`src/rtl/instr_fetch_sequencer.sv`:
```
// Instruction fetch sequencer: loads a program as a big-endian byte stream
// into local storage, then issues one 16-bit instruction per cycle with
// controlled start, hold, halt and completion.
module instr_fetch_sequencer #(
  parameter int         ADDR_W      = 8,
  parameter int         DEPTH       = 2**ADDR_W,
  parameter logic [3:0] HALT_OPCODE = 4'hF
) (
  input  logic              clock,
  input  logic              reset_n,
  input  logic              load_start,
  input  logic [7:0]        byte_in,
  input  logic              byte_valid,
  input  logic              byte_last,
  output logic              byte_ready,
  input  logic              run_start,
  input  logic              hold,
  output logic [15:0]       instruction,
  output logic              instr_valid,
  output logic [ADDR_W-1:0] pc,
  output logic [ADDR_W:0]   prog_len,
  output logic              busy,
  output logic              done,
  output logic              load_err
);

  localparam logic [ADDR_W-1:0] LAST_ADDR = ADDR_W'(DEPTH - 1);
  localparam logic [ADDR_W:0]   DEPTH_L   = (ADDR_W + 1)'(DEPTH);

  typedef enum logic [1:0] {IDLE, LOAD_HI, LOAD_LO, RUN} state_e;

  state_e              state_q, state_d;
  logic [ADDR_W-1:0]   pc_q, pc_d;
  logic [ADDR_W-1:0]   load_ptr_q, load_ptr_d;
  logic [ADDR_W:0]     prog_len_q, prog_len_d;
  logic [15:0]         instr_q, instr_d;
  logic                vld_q, vld_d;
  logic                done_q, done_d;
  logic                err_q, err_d;
  logic [7:0]          hi_q;
  logic                hi_we;
  logic                mem_we;
  logic [15:0]         mem [DEPTH];
  logic [ADDR_W:0]     fetch_addr;
  logic [15:0]         fetch_word;
  logic                hold_run;
  logic                term;

  // Hold only has meaning while a program is running.
  assign hold_run   = (state_q == RUN) && hold;
  // Once a word is live the next fetch is pc+1; on RUN entry it is pc itself.
  assign fetch_addr = vld_q ? ({1'b0, pc_q} + 1'b1) : {1'b0, pc_q};
  assign fetch_word = mem[fetch_addr[ADDR_W-1:0]];
  assign term       = (fetch_addr == prog_len_q) || (fetch_word[15:12] == HALT_OPCODE);

  // Next-state and register-update decode for the load/run controller.
  always_comb begin
    state_d    = state_q;
    pc_d       = pc_q;
    load_ptr_d = load_ptr_q;
    prog_len_d = prog_len_q;
    instr_d    = instr_q;
    vld_d      = vld_q;
    done_d     = 1'b0;
    err_d      = err_q;
    hi_we      = 1'b0;
    mem_we     = 1'b0;
    case (state_q)
      IDLE: begin
        if (load_start) begin
          state_d    = LOAD_HI;
          load_ptr_d = '0;
          prog_len_d = '0;
          err_d      = 1'b0;
        end else if (run_start) begin
          if (prog_len_q != '0) begin
            state_d = RUN;
            pc_d    = '0;
            vld_d   = 1'b0;
          end else begin
            done_d = 1'b1;
          end
        end
      end
      LOAD_HI: begin
        if (byte_valid) begin
          if (byte_last) begin
            err_d   = 1'b1;
            state_d = IDLE;
          end else begin
            hi_we   = 1'b1;
            state_d = LOAD_LO;
          end
        end
      end
      LOAD_LO: begin
        if (byte_valid) begin
          mem_we     = 1'b1;
          prog_len_d = prog_len_q + 1'b1;
          if (byte_last) begin
            state_d = IDLE;
          end else if (load_ptr_q == LAST_ADDR) begin
            err_d   = 1'b1;
            state_d = IDLE;
          end else begin
            load_ptr_d = load_ptr_q + 1'b1;
            state_d    = LOAD_HI;
          end
        end
      end
      RUN: begin
        if (!hold) begin
          if (term) begin
            vld_d   = 1'b0;
            instr_d = '0;
            done_d  = 1'b1;
            state_d = IDLE;
            // A run ending past the last slot keeps pc on the last word.
            pc_d    = (fetch_addr == DEPTH_L) ? pc_q : fetch_addr[ADDR_W-1:0];
          end else begin
            vld_d   = 1'b1;
            instr_d = fetch_word;
            pc_d    = fetch_addr[ADDR_W-1:0];
          end
        end
      end
      default: state_d = IDLE;
    endcase
  end

  // Control and output registers with asynchronous reset.
  always_ff @(posedge clock or negedge reset_n) begin
    if (!reset_n) begin
      state_q    <= IDLE;
      pc_q       <= '0;
      load_ptr_q <= '0;
      prog_len_q <= '0;
      instr_q    <= '0;
      vld_q      <= 1'b0;
      done_q     <= 1'b0;
      err_q      <= 1'b0;
    end else begin
      state_q    <= state_d;
      pc_q       <= pc_d;
      load_ptr_q <= load_ptr_d;
      prog_len_q <= prog_len_d;
      instr_q    <= instr_d;
      vld_q      <= vld_d;
      done_q     <= done_d;
      err_q      <= err_d;
    end
  end

  // Program storage and high-byte staging; contents survive reset.
  always_ff @(posedge clock) begin
    if (hi_we) begin
      hi_q <= byte_in;
    end
    if (mem_we) begin
      mem[load_ptr_q] <= {hi_q, byte_in};
    end
  end

  assign byte_ready  = (state_q == LOAD_HI) || (state_q == LOAD_LO);
  assign busy        = (state_q != IDLE);
  assign instr_valid = vld_q && !hold_run;
  assign instruction = instr_valid ? instr_q : 16'h0000;
  assign pc          = pc_q;
  assign prog_len    = prog_len_q;
  assign done        = done_q;
  assign load_err    = err_q;

endmodule
```
`config.mk`:
```
export PLATFORM = sky130hd
export DESIGN_NAME = instr_fetch_sequencer
export DESIGN_NICKNAME = d
export VERILOG_FILES = /design/src/rtl/instr_fetch_sequencer.sv
export SDC_FILE = /design/constraint.sdc
export NUM_CORES = 2
export LEC_CHECK = 0
export ABC_AREA = 1
export CAP_MARGIN = 40
export CORE_ASPECT_RATIO = 2
export CORE_MARGIN = 2
export CORE_UTILIZATION = 55
export DETAILED_ROUTE_END_ITERATION = 12
export GPL_TIMING_DRIVEN = 1
export PLACE_DENSITY = 0.77
export SLEW_MARGIN = 20
export SYNTH_ARGS = -nofsm -noshare
export SYNTH_HDL_FRONTEND = slang
export SYNTH_SLANG_ARGS = --single-unit
```
`constraint.sdc`:
```
create_clock -name clock -period 5.3 [get_ports clock]
set_input_delay 1.06 -clock clock [delete_from_list [all_inputs] [get_ports clock]]
set_output_delay 1.06 -clock clock [all_outputs]
set_load 0.005 [all_outputs]
```
# [After elaboration in Yosys (flattened, before gate mapping)]
# Memory sizes are Yosys's and may differ from the RTL's.
# Index checks and enable logic that the tools add are counted.
[op_classes] eq_ne=22 n_bitwise=1 n_reduce_logical=18 n_addsub=3 muxes=55
[ops] op="$mux 8" n=10
[ops] op="$mux 16" n=2
[ops] op="$pmux 8 s2" n=2
[ops] op="$mux 9" n=3
[ops] op="$mux 1" n=25
[ops] op="$ne 2x2->1 const B" n=12
[ops] op="$pmux 9 s2" n=1
[ops] op="$mux 2" n=8
[ops] op="$reduce_and 6->1" n=2
[ops] op="$reduce_and 5->1" n=2
[ops] op="$add 8x1->9 const B" n=1
[ops] op="$add 9x1->9 const B" n=1
[ops] op="$eq 9x9->1" n=1
[ops] op="$eq 9x9->1 const B" n=1
[ops] op="$ne 3x3->1 const B" n=3
[ops] op="$reduce_bool 9->1" n=1
[ops] op="$add 8x1->8 const B" n=1
[ops] op="$eq 8x8->1 const B" n=1
[ops] op="$pmux 2 s4" n=1
[ops] op="$reduce_and 7->1" n=1
[ops] op="$reduce_bool 2->1" n=3
[ops] op="$eq 2x2->1 const B" n=2
[ops] op="$eq 4x4->1 const B" n=1
[ops] op="$pmux 1 s2" n=2
[ops] op="10 further kinds" n=12
[totals] register_bits=54 out_inout_bits=38 elab_cells=109 ram_bits=4096 in_bits=15 memories=1
[memory_table] name="mem" depth=256 width=16 rd=1 rd_ports_with_merged_regs=0 write_ports=1 line="43" rtl="logic [15:0] mem [DEPTH];"

# [Logic depth before layout (Yosys ltp)]
# An unclocked memory read counts as a cell.
[logic_depth] ltp_word=8 ltp_mapped=24 mapped_depth_nobuf=21

# [Worst setup path before layout]
# Ideal clock, no wire load.
[synth_path] path_kind="reg-to-reg" startpoint="reg hi_q[2]" endpoint="mem mem[0][10] (data pin)" setup_ns=0.817 stages_incl_launch_ff=1 t_arrival_ns=3.228 period_less_slack_ns=4.046 required_time_ns=4.483 setup_slack_ns=1.254 n_path_buf=0 cell_sequence="edfxtp_1"
[synth_lines] item="from (decl)" line="40" rtl="logic [7:0] hi_q;"
[synth_lines] item="from (signal assigned)" line="157" rtl="hi_q <= byte_in;"
[synth_lines] item="to (decl)" line="43"
# Straight into the memory's write port.

# [Worst setup path in the final report]
[layout_path] startpoint="reg vld_q" endpoint="reg state_q[1]"
[layout_between] elab_chain_len=6 word_cells_on_any_way=7 classes_between="3 x eq/ne; 1 x mux; 2 x reduce/logical; 1 x memory"
[layout_lines] item="from (decl)" line="37" rtl="logic vld_q, vld_d;"
[layout_lines] item="from (signal assigned)" line="148" rtl="vld_q <= vld_d;"
[layout_lines] item="$mux 9 *" line="52" rtl="assign fetch_addr = vld_q ? ({1'b0, pc_q} + 1'b1) : {1'b0, pc_q};"
[layout_lines] item="$mem_v2 256x16"
[layout_lines] item="$eq 4x4->1" line="54" rtl="assign term = (fetch_addr == prog_len_q) || (fetch_word[15:12] == HALT_OPCODE);"
[layout_lines] item="$logic_or 1x1->1 *" line="54"
[layout_lines] item="$ne 2x2->1 (no line) *"
[layout_lines] item="$reduce_and 6->1 (no line) *"
[layout_lines] item="to (signal assigned)" line="143" rtl="state_q <= state_d;"
[layout_lines] item="to (decl)" line="32" rtl="state_e state_q, state_d;"
# Every way passes the cells marked *; elsewhere a longest branch is shown, timed or not.
# A chain may end at the register's enable or synchronous reset.

==> results.md <==
CTS:
- The number of buffers inserted for hold repair after clock tree synthesis is 0.
- The clock sink count is around 4.2k.
- In this run, post-CTS repair resized a total of 0 instances.
- The clock reaches the later pin of the worst-skew pair after slightly above 0.9 ns.
- The root buffer cell chosen for the clock tree is sky130_fd_sc_hd__clkbuf_16.
- The number of levels the H-tree was split into is 5.
- The CTS tree is built.
- After clock tree synthesis, the clock-pin slew on the worst setup and hold paths is ~0.07 ns.
- The number of clock buffers inserted by TritonCTS is 354.
- The maximum clock insertion buffer count is 4.
- The number of setup buffers added after CTS is 0.

Routing:
- The post-detailed-routing wire length is 463.7 mm.
- Once detail routing completed, the nets flagged for antenna violations numbered 0.
- Using the TritonRoute via totals, the vias-per-cell ratio works out to 6.221.
- The count of TritonRoute iterations in the first routing pass is 7.
- The post-route DRC violation count is 0.
- The total via count after detailed routing is 114.9k.
- The detailed router finished its first iteration with between 15k and 20k violations.
- Dividing the detail-routed wire length by the instance count gives 25.11 um.

Worst setup path:
- Setup slack on the worst reg-to-reg path comes out at 0.80 ns.
- In this run the worst path has a maximum fanout of 55.
- The data required time of the critical path is 6.10 ns.
- Data on the critical path arrives at its endpoint at 5.30 ns.
- The critical path is of the flip-flop to flip-flop type.
- The logic depth of the worst register-to-register path is 21.
- The endpoint of the most critical register-to-register path is state_q[1].
- STA classifies the critical path startpoint as a flip-flop.
- The critical register-to-register path startpoint is vld_q.
- STA classifies the critical path endpoint as a flip-flop.

Synth:
- The total nets after synthesis is 14.05k.
- Of all flip-flops after synthesis, the portion carrying an async set or reset was around 1.1%.
- Summed over all instances, the cell type with the most area after synthesis is sky130_fd_sc_hd__edfxtp_1.
- The mean area per synthesized cell is 11.97 sq um.
- The number of synthesized register bits is 4,150.
- The commonest cells after synthesis are 4,280 x sky130_fd_sc_hd__nand2_1, 4,104 x sky130_fd_sc_hd__edfxtp_1, 4,039 x sky130_fd_sc_hd__nand3_1, 577 x sky130_fd_sc_hd__buf_2, 321 x sky130_fd_sc_hd__nor2_1.
- sky130_fd_sc_hd__nand2_1 is the most common cell in the netlist.
- By area the synthesized netlist is led by sky130_fd_sc_hd__edfxtp_1 73%, sky130_fd_sc_hd__nand3_1 12%, sky130_fd_sc_hd__nand2_1 9.6%.
- The cell area after technology mapping is 167,900 sq um.
- The most used flip-flop cell after synthesis is sky130_fd_sc_hd__edfxtp_1.
- Counting distinct cell types in the post-synthesis netlist gives 43.
- The number of enable-type register cells in the synthesized netlist is between 4k and 5k.
- During synthesis, Yosys emitted a total of 0 warnings.
- Sequential elements use 74.09% of the synthesized area.
- After synthesis, the largest area contributor takes up between 70% and 80% of total cell area.
- The synthesized netlist cell count is 14.02k.

Floorplanning:
- The floorplan step defined a core boundary enclosing 304,500 sq um.
- Measured along the x axis, the die boundary spans 394.7 um.
- The number of cell rows is 287.
- The starting density of the core is 55.14%.
- During I/O placement, the number of pins put on the boundary was 53.
- The die span in y is a little under 800 um.
- The die area is 310,000 sq um.

STA:
- Clock skew on the completed layout was measured at 0.05498 ns.
- Adding up every negative setup slack in the final design gives 0 ns.
- The routed design could run at a clock period as short as roughly 4.5 ns.
- The portion of the clock cycle consumed by the worst path in the final layout is 84.89%.
- The final number of hold-violating endpoints is 0.
- Setup repair after global routing left no endpoint under its margin.
- The transition time at the pin with the least slew margin is 1.052 ns.
- Derived from the worst setup path, the maximum achievable clock frequency is 0.2223 GHz.
- The worst hold slack is 0.1294 ns.
- The number of setup violations in the final report is 0.
- The number of slew-limit violations in the final report came to 0.
- Headroom to the max-slew limit came out at between 20% and 30%.

Final layout:
- In the final layout, the share of cells above drive strength 1 is approximately 8%.
- The post-layout utilization of the core is 61.28%.
- The count of cells in the finished layout, fillers not included, comes to between 15k and 20k.
- The multi-input combinational cells in the finished layout cover a total of between 30,000 and 40,000 sq um.
- Registers take 124,400 sq um.
- The final-layout fill cell count is 22.24k.
- The synthesis-to-finish area growth is 11.13%.
- At the end of the flow, the number of nets in the layout was between 10k and 15k.

Power:
- Combinational logic is responsible for 35.9% of the overall power.
- The reported net switching power is 36.39 mW.
- The clock network is responsible for 26.5% of the overall power.
- In this run the static leakage power is 64.82 nW.
- The worst IR drop on VDD is 0.0006504 V.
- In this run switching power makes up 37.65% of total power.
- Sequential cells account for 37.6% of the total power.
- Power spread over the standard cell area amounts to ~520 nW/um^2.
- The internal power consumption is 60.27 mW.

Run:
- Across the run, the number of max-cap violations was 0.

Min path:
- The worst hold path class is input port to async pin.

GRT:
- In the global route stage, met1 resource usage came out at slightly below 40%.
- The global-route track usage on met2 is 45.77%.
- The global-route wire length before repair is 686.9 mm.
- The most heavily used metal layer in global routing is met2.
- Entering global routing, the biggest net connects 177 pins.
- The total grt overflow is 0.
- For this run, global-route usage on met3 was measured as 5.451%.
- Global routing used around 29% of the available tracks.
- The via count of the first global-routing pass is 109.1k.
- The initial antenna violation count is 13.

Placement:
- The number of placed instances, taps included, is 17.81k.
- Buffers placed on the I/O ports in this run total 52.
- The estimated wirelength of the detail-placed design is 268.9 mm.
- Routability-driven placement finished with a final weighted congestion of approximately 0.95.

Outcome:
- The flow ran to the end, and the final reports show no timing, DRC or antenna violations.
-- worst max-delay path, stage by stage (launching register included) --
cell and delay (ns):
sky130_fd_sc_hd__dfrtp_1 0.60, sky130_fd_sc_hd__nand2_4 0.33, sky130_fd_sc_hd__nand2_8 0.57, sky130_fd_sc_hd__buf_12 0.32, sky130_fd_sc_hd__buf_4 0.31, sky130_fd_sc_hd__nand2_1 0.08
sky130_fd_sc_hd__nand2_1 0.06, sky130_fd_sc_hd__nand2_1 0.05, sky130_fd_sc_hd__nand3_1 0.12, sky130_fd_sc_hd__nand3_1 0.12, sky130_fd_sc_hd__nand3_1 0.21, sky130_fd_sc_hd__nand3_1 0.25
sky130_fd_sc_hd__nand2_1 0.26, sky130_fd_sc_hd__nand2_1 0.07, sky130_fd_sc_hd__nand2_1 0.19, sky130_fd_sc_hd__a21oi_2 0.06, sky130_fd_sc_hd__nor2_1 0.15, sky130_fd_sc_hd__nand2_2 0.10
sky130_fd_sc_hd__nand3_1 0.27, sky130_fd_sc_hd__nand2_1 0.12, sky130_fd_sc_hd__nand2_1 0.07, sky130_fd_sc_hd__nand2_1 0.05
-- cell families after synthesis --
family,synth area share [%]
buffers and inverters,3.052
flip-flops,74.09
XOR/XNOR,0.04173
adder cells (fa/ha/maj),0.08942
multiplexers,0.006706
AND/OR/NAND/NOR,22.46
AO/OA/AOI/OAI,0.2638
-- sequential cells by signal, indices dropped and copies added, names as in the netlist --
register and count:
mem 4096, vld_q 1, done 1, load_err 1, state_q 2, load_ptr_q 8, hi_q 8, instr_q 16
prog_len 9, pc 8
-- placed cells by master, fill, tap and decap left out, types with 3 or more instances in the layout --
cell,n
sky130_fd_sc_hd__clkinv_2,57
sky130_fd_sc_hd__buf_16,4
sky130_fd_sc_hd__nand2_1,4264
sky130_fd_sc_hd__inv_2,3
sky130_fd_sc_hd__ha_1,12
sky130_fd_sc_hd__clkbuf_16,363
sky130_fd_sc_hd__inv_16,3
sky130_fd_sc_hd__clkbuf_1,71
sky130_fd_sc_hd__clkinv_8,4
sky130_fd_sc_hd__a31oi_1,13
sky130_fd_sc_hd__nor2_1,320
sky130_fd_sc_hd__nand3_1,4035
sky130_fd_sc_hd__buf_4,526
sky130_fd_sc_hd__a21oi_1,11
sky130_fd_sc_hd__dfrtp_1,46
sky130_fd_sc_hd__o21ai_0,18
sky130_fd_sc_hd__edfxtp_1,4104
sky130_fd_sc_hd__bufinv_16,29
sky130_fd_sc_hd__nand4_1,5
sky130_fd_sc_hd__o22ai_1,3
sky130_fd_sc_hd__nor3_1,8
sky130_fd_sc_hd__buf_12,104
sky130_fd_sc_hd__clkdlybuf4s50_1,43
sky130_fd_sc_hd__clkinvlp_4,18
sky130_fd_sc_hd__diode_2,13
sky130_fd_sc_hd__nand3_2,4
sky130_fd_sc_hd__nand2_2,15
sky130_fd_sc_hd__o21ai_2,10
sky130_fd_sc_hd__clkinv_1,79
sky130_fd_sc_hd__buf_8,11
sky130_fd_sc_hd__inv_1,166
sky130_fd_sc_hd__inv_6,10
sky130_fd_sc_hd__nand2_4,8
sky130_fd_sc_hd__xor2_1,7
-- final cells by class --
class                           count  area share (%)
Tap cell                         4046           2.713
Clock inverter                    199          0.9824
Clock buffer                      433           4.998
Multi-Input combinational cell   8760           20.63
Timing Repair Buffer              690           3.626
Sequential cell                  4150           66.66
Antenna cell                       13         0.01743
Inverter                          177          0.3668
-- worst max-delay path by stage --
stage          slack, ns  startpoint              to  cells after the start
6_report            0.80       vld_q      state_q[1]                     21
5_1_grt             0.69       vld_q           pc[1]                     22
2_1_floorplan       1.25     hi_q[2]      mem[0][10]                      0
3_5_place_dp        0.98  byte_valid     mem[32][15]                      6
3_3_place_gp        0.99       vld_q      state_q[0]                     21
4_1_cts             0.98  state_q[0]  instruction[6]                      7
-- power by group through the flow --
stage | Combinational (mW) | Clock, mW | Sequential, mW
floorplan | 22.4 | 0 | 37.3
finish | 34.7 | 25.6 | 36.4
global placement | 32.7 | 0 | 37.1
detailed placement | 33.7 | 0 | 37.1
CTS | 34.0 | 25.7 | 36.4
global route | 37.5 | 26.8 | 36.4
-- layer usage --
layer  vias to the layer above  part of all wire (%)
li1                      49950                     -
met1                     55350                    35
met2                      8207                    47
met3                      1366                    12
met4                         8                   6.2
met5                         -                0.0099
-- per-stage QoR --
stage / setup slack, ns / cell area [sq um] / total power, mW
final: 0.8008 / 186600 / 96.66
after global routing: 0.6927 / 186600 / 100.6
after CTS: 0.9803 / 186400 / 96.00
after detailed placement: 0.9834 / 175200 / 70.80
after global placement: 0.9938 / 175100 / 69.77
after floorplan: 1.254 / 167900 / 59.74
Power figures use the tool's default switching activity.
